$ cat config.mk
export PLATFORM = sky130hd
export DESIGN_NAME = serial_adder_4bit
export DESIGN_NICKNAME = d
export VERILOG_FILES = /design/src/rtl/adder_pkg.sv /design/src/rtl/fulladd.sv /design/src/rtl/serial_adder_4bit.sv
export SDC_FILE = /design/constraint.sdc
export NUM_CORES = 1
export LEC_CHECK = 0
export CAP_MARGIN = 20
export CORE_UTILIZATION = 59
export CTS_CLUSTER_DIAMETER = 40
export DETAILED_ROUTE_END_ITERATION = 6
export DONT_BUFFER_PORTS = 1
export PLACE_DENSITY = 0.8
export SYNTH_ARGS = -nofsm -noshare
export SYNTH_HDL_FRONTEND = slang
export SYNTH_SLANG_ARGS = --single-unit
$ cat constraint.sdc
create_clock -name clk -period 1.37 [get_ports clk]
set_clock_uncertainty 0.05 [all_clocks]
set_input_delay 0.137 -clock clk [delete_from_list [all_inputs] [get_ports clk]]
set_output_delay 0.137 -clock clk [all_outputs]
set_load 0.02 [all_outputs]
$ cat src/rtl/adder_pkg.sv
// Shared constants and FSM encoding for the bit-serial adder.
package adder_pkg;

  localparam int unsigned WIDTH_DEF = 4;

  typedef enum logic [1:0] {
    IDLE = 2'd0,
    RUN  = 2'd1,
    DONE = 2'd2
  } state_t;

endpackage

$ cat src/rtl/fulladd.sv
// Single-bit combinational full adder.
module fulladd (
  input  logic x,
  input  logic y,
  input  logic z,
  output logic sum,
  output logic carry
);

  // Sum and majority carry of three input bits
  always_comb begin
    sum   = x ^ y ^ z;
    carry = (x & y) | (x & z) | (y & z);
  end

endmodule

$ cat src/rtl/serial_adder_4bit.sv
// Bit-serial adder: one bit per clock, LSB first; result published after WIDTH cycles.
// Optional signed-overflow output enabled by defining SERIAL_ADD_OVF_EN.
module serial_adder_4bit
  import adder_pkg::*;
#(
  parameter int unsigned WIDTH = WIDTH_DEF
) (
  input  logic             clk,
  input  logic             rst_n,
  input  logic             start,
  input  logic [WIDTH-1:0] a,
  input  logic [WIDTH-1:0] b,
  input  logic             cin,
  output logic             ready,
  output logic             valid,
  output logic [WIDTH-1:0] s,
  output logic             cout
`ifdef SERIAL_ADD_OVF_EN
  ,
  output logic             ovf
`endif
);

  localparam int unsigned CW = (WIDTH > 1) ? $clog2(WIDTH) : 1;

  state_t           state;
  state_t           state_n;
  logic             load;
  logic             step;
  logic             last_bit;
  logic [WIDTH-1:0] a_sh;
  logic [WIDTH-1:0] b_sh;
  logic [WIDTH-1:0] r_sh;
  logic             carry;
  logic [CW-1:0]    cnt;
  logic             fa_sum;
  logic             fa_carry;

  fulladd u_fa (
    .x     (a_sh[0]),
    .y     (b_sh[0]),
    .z     (carry),
    .sum   (fa_sum),
    .carry (fa_carry)
  );

  assign last_bit = (cnt == CW'(WIDTH - 1));

  // State register
  always_ff @(posedge clk) begin
    if (!rst_n) state <= IDLE;
    else        state <= state_n;
  end

  // Next-state and datapath control
  always_comb begin
    state_n = state;
    load    = 1'b0;
    step    = 1'b0;
    case (state)
      IDLE, DONE: begin
        if (start) begin
          load    = 1'b1;
          state_n = RUN;
        end
      end
      RUN: begin
        step = 1'b1;
        if (last_bit) state_n = DONE;
      end
      default: state_n = IDLE;
    endcase
  end

  // Operand shifters, carry, bit counter and published result
  always_ff @(posedge clk) begin
    if (!rst_n) begin
      a_sh  <= '0;
      b_sh  <= '0;
      r_sh  <= '0;
      carry <= 1'b0;
      cnt   <= '0;
      s     <= '0;
      cout  <= 1'b0;
      valid <= 1'b0;
      ready <= 1'b1;
`ifdef SERIAL_ADD_OVF_EN
      ovf   <= 1'b0;
`endif
    end else begin
      ready <= (state_n != RUN);
      if (load) begin
        a_sh  <= a;
        b_sh  <= b;
        carry <= cin;
        cnt   <= '0;
        valid <= 1'b0;
      end else if (step) begin
        a_sh  <= a_sh >> 1;
        b_sh  <= b_sh >> 1;
        r_sh  <= {fa_sum, r_sh[WIDTH-1:1]};
        carry <= fa_carry;
        cnt   <= cnt + CW'(1);
        if (last_bit) begin
          s     <= {fa_sum, r_sh[WIDTH-1:1]};
          cout  <= fa_carry;
          valid <= 1'b1;
`ifdef SERIAL_ADD_OVF_EN
          // carry currently held is the carry into the MSB
          ovf   <= carry ^ fa_carry;
`endif
        end
      end
    end
  end

endmodule

Word-level counts from Yosys, hierarchy flattened
Cells that the tools add are included.

Bits in registers: 24. Bits of input ports: 12. Output and inout bits: 7. Logic and storage cells: 43.

Add/subtract/negate cells: 1. Equality and inequality tests: 4. Multiplexer cells: 12. Bitwise operators: 9. Reduce and logical (&&, ||, !) cells: 7.

Operators with widths (count): $mux 4 (4); $mux 1 (5); $eq 2x2->1 const B (2); $mux 2 (2); $pmux 2 s2 (1); $reduce_and 2->1 (2); $reduce_or 2->1 (2); $and 1x1->1 (3); $reduce_and 3->1 (1); $add 2x1->2 const B (1); $eq 2x1->1 const B (1); $logic_not 2->1 (1); $ne 2x1->1 const B (1); $not 1->1 (2); $or 1x1->1 (2); $reduce_bool 2->1 (1); $xor 1x1->1 (2).

Longest topological paths before layout
Depth in word-level cells: 5. Depth in mapped cells: 5. Mapped depth without buffers: 4.

By module
Synthesis repeated with hierarchy kept, for this count alone.

Cells, all modules: 107. Area, all modules: 930.9 µm².

Modules (own cells, without submodules): serial_adder_4bit (times used 1, cells each 106, area an instance 910.9 µm², seq. area each 460.4 µm²); fulladd (times used 1, cells each 1, area an instance 20.0 µm², seq. area each 0.0 µm²).

Worst setup path after synthesis
OpenSTA, ideal clock, no wires.

Kind: reg2reg. From: register carry. To: register s[3]. Setup time: 0.076 ns. Arrival: 1.027 ns. Required time: 1.244 ns. Slack: 0.218 ns. Cell stages (with the launch flop): 4. Buffers on the path: 0. Clock period less this slack: 1.152 ns. Cells stage by stage: dfxtp_1 fa_1 nand3_1 a21boi_0.

Cells in the longest elaborated chain, start to end: 1.

Ends and longest elaborated chain: start: declaration (line serial_adder_4bit.sv:34) `logic carry;`; start signal: assignment (line serial_adder_4bit.sv:95) `carry <= cin;`; start signal: assignment (line serial_adder_4bit.sv:102) `carry <= fa_carry;`; $xor 1x1->1 (line fulladd.sv:12) `sum = x ^ y ^ z;`; net fa_sum (line serial_adder_4bit.sv:36) `logic fa_sum;`; end signal: assignment (line serial_adder_4bit.sv:105) `s <= {fa_sum, r_sh[WIDTH-1:1]};`; end: declaration (line serial_adder_4bit.sv:16) `output logic [WIDTH-1:0] s,`.

The timed path passes the listed nets, and every way through them passes these cells. A chain may end at the register's enable or synchronous reset.

Final worst setup path
From: register carry. To: register carry.

Cells in the longest elaborated chain, start to end: 5. Elaborated cells between the ends (all ways): 6. Classes of those cells: 2 x mux; 4 x bitwise.

Ends and longest elaborated chain: $and 1x1->1 (line fulladd.sv:13) `carry = (x & y) | (x & z) | (y & z);`; $or 1x1->1 (line fulladd.sv:13); $or 1x1->1 (*) (line fulladd.sv:13); net fa_carry (line serial_adder_4bit.sv:37) `logic fa_carry;`; $mux 1 (*) (line serial_adder_4bit.sv:98) `end else if (step) begin`; $mux 1 (*) (line serial_adder_4bit.sv:92) `if (load) begin`.

The timed path passes the listed nets; every way through them passes the cells marked *. The select of a mux whose other input is x is not followed.

==> results.toml <==
[synthesis]
synth_top_area_frac = 0.491
yosysMostFrequentCell = "nand2_1"
ys_warn_count = 0
seq_area_frac_synth = 0.491
synth_top_area_cell = "dfxtp_1"
syn-num-nets = 121
synth_cells = 107
synthTopCellsByArea = "dfxtp_1, nand2_1, a21boi_0, nand3_1, a21boi_1"
synth-edff-count = 0
synth_area_per_cell_um2 = 8.76
ys_async_sr_fraction = 0
synth.cell_area_um2 = 937
synthFlopType = "dfxtp_1"
ys_ff_latch = 23
yosys-top-cells-count = "nand2_1, dfxtp_1, a21boi_0"
ys_types = 25

[global_route]
grt_use_met1 = 0.240
antenna_found_initial = 0
grt_pass1_wl_um = 2950
grt_pass1_vias = 742
grt.overflow.total = 0
top_usage_layer = "met2"
grt_util_all_layers = 0.220
globalRouteMet2Util = 0.406
grt_max_degree = 21
grtUsageMet3 = 0.0261

[floorplanning]
die_h_um = 41.9
die-area_um2 = 1750
start_util = 0.629
num_io_pins = 19
coreArea_um2 = 1490
rows = 14
die_x_um = 41.9

[routing]
drt_pass1_iterations = 4
drc = 0
wire_per_inst_um = 14.2
initialDrtViolationCount = 12
via_per_inst = 5.89
final_antenna_net_count = 0
vias = 754
routed_wl_um = 1820

[final_layout]
layout-drive-gt1-share = 0.0804
nets = 127
n_antenna_cell = 0
area_growth_pct = 9.21
fin_area_um2 = 1020

[pwr]
p_leak_nw = 0.365
ir_drop_uv = 832
swShare = 0.263
power.share.sequential = 0.616
combPwrFrac = 0.114
power_mw = 1.18
power_frac_clock = 0.270
power_switching_uw = 310
powerDensity_nw_per_um2 = 1150
p_int_uw = 867

[status]
outcome = "finished, violations left"
violations = "hold timing"

[clocking]
cts.reportedPaths.clkPinSlew_ns = 0.13
htreeDepth = 1
cts-buffers-inserted = 3
cts_root_buf = "clkbuf_4"
cts_tree = "yes"
cts_setup_buffers = 0
clk_latency_ns = 0.32
clock_sinks = 23
cts_max_path_buffers = 2

[setup_path]
path_depth = 3
worstPathRequired_ns = 1.53
critPathBufInv = 0
crit_chain = "fa_1, a22oi_1, a21boi_0"
crit_path_max_incr_delay_ns = 0.47
critPathSlowestCell = "fa_1"
reg2reg_slack_ns = 0.09
r2r_end = "carry$_SDFFE_PN0P_"
worstPathArrival_ns = 1.45
cp-end-kind = "flop"
cp_max_fo = 2
r2r_start = "carry$_SDFFE_PN0P_"
rr_worst_depth = 3
critPathTopFamily = "adder cells"
start_kind = "flop"
path_class = "flop to flop"

[hold_path]
min_path_type = "primary input to flop"
min_to = "b_sh[2]$_SDFFE_PN0P_"
hold_start = "b[2]"
holdPathStages = 2

[flow_run]
max_cap_violations = 0

[timing]
fmax_mhz = 780
rsz0062_at_grt = "false"
slew_headroom = 0.589
finalHoldWorstSlack_ns = -0.0103
slew_viol_final = 0
fin_crit_sh = 0.936
fin_setup_tns_ns = 0
layout_min_cycle_time_ns = 1.28
final-setup-viol-count = 0
finalHoldViolCount = 2
worstMarginPinSlew_ns = 0.615

[placed_design]
port_buffers = 0
hpwlAfterDp_um = 1220
detailed_place.area_um2 = 920
gp_congestion = 0.727
## per-stage QoR
step | cells | setup slack (ns) | hold WS [ns] | util
2_1_floorplan | 107 | 0.218 | 0.221 | -
3_3_place_gp | 117 | 0.0954 | 0.169 | 0.618
3_5_place_dp | 117 | 0.00439 | 0.180 | 0.618
4_1_cts | 128 | 0.0841 | 0.000646 | 0.684
5_1_grt | 128 | 0.00569 | 0.00425 | 0.687
6_report | 128 | 0.0872 | -0.0103 | 0.687
## cell usage in the layout, fill, tap and decap left out, types with 2 or more instances in the layout
cell            n
dlygate4sd3_1   7
o21ai_0         4
dfxtp_1        23
nand2b_2        2
nand3_1         8
clkbuf_4        3
a21oi_1         4
nor2_1          5
nand2_1        26
a31oi_1         3
a21boi_1        3
buf_4           2
a21boi_0        9
a22oi_1         3
## metal layers
layer,up-vias,routed length [um]
met5,-,0
li1,373,-
met1,357,789
met2,19,931
met4,0,38
met3,5,60
## flip-flops by register name, indices dropped and copies added, names as in the netlist
name   count
a_sh       4
b_sh       4
carry      1
cnt        2
cout       1
r_sh       3
ready      1
s          4
state      2
valid      1
## cell type report
class / instances / area, um2
timing repair buffer: 9 / 85.1
multi-input combinational: 76 / 430
clock inverter: 1 / 5.00
clock buffer: 3 / 22.5
tap: 16 / 20.0
sequential: 23 / 460
fill: 136 / 465
## power by group through the flow
stage | registers, mW | logic, mW | clock network (mW)
after floorplan | 0.734 | 0.106 | 0
after global placement | 0.736 | 0.101 | 0
after detailed placement | 0.740 | 0.106 | 0
after CTS | 0.724 | 0.130 | 0.313
after global routing | 0.729 | 0.148 | 0.337
final | 0.725 | 0.134 | 0.318
## worst max path at each step
stage / start / to / slack, ns
floorplan: carry$_SDFFE_PN0P_ / s[3]$_SDFFE_PN0P_ / 0.22
global placement: state[0]$_SDFF_PN0_ / a_sh[0]$_SDFFE_PN0P_ / 0.1
detailed placement: state[0]$_SDFF_PN0_ / a_sh[0]$_SDFFE_PN0P_ / 0.004
CTS: state[0]$_SDFF_PN0_ / a_sh[0]$_SDFFE_PN0P_ / 0.08
global route: rst_n / a_sh[2]$_SDFFE_PN0P_ / 0.006
finish: carry$_SDFFE_PN0P_ / carry$_SDFFE_PN0P_ / 0.09
## kinds of logic after synthesis
logic type               after synthesis  synth area share
buffers and inverters                  8            0.0561
AO/OA/AOI/OAI                         28             0.200
AND/OR/NAND/NOR                       45             0.208
XOR/XNOR                               1           0.00935
flip-flops                            23             0.491
adder cells (fa/ha/maj)                2            0.0347
## what timing repair did
| item | 4_1_cts | 5_1_grt |
|---|---|---|
| resized for setup | 1 | 2 |
| hold buffers | 7 | 0 |
| setup endpoints to repair | 3 | 11 |
| hold endpoints to repair | 23 | 0 |
(Power assumes the default switching activity.)
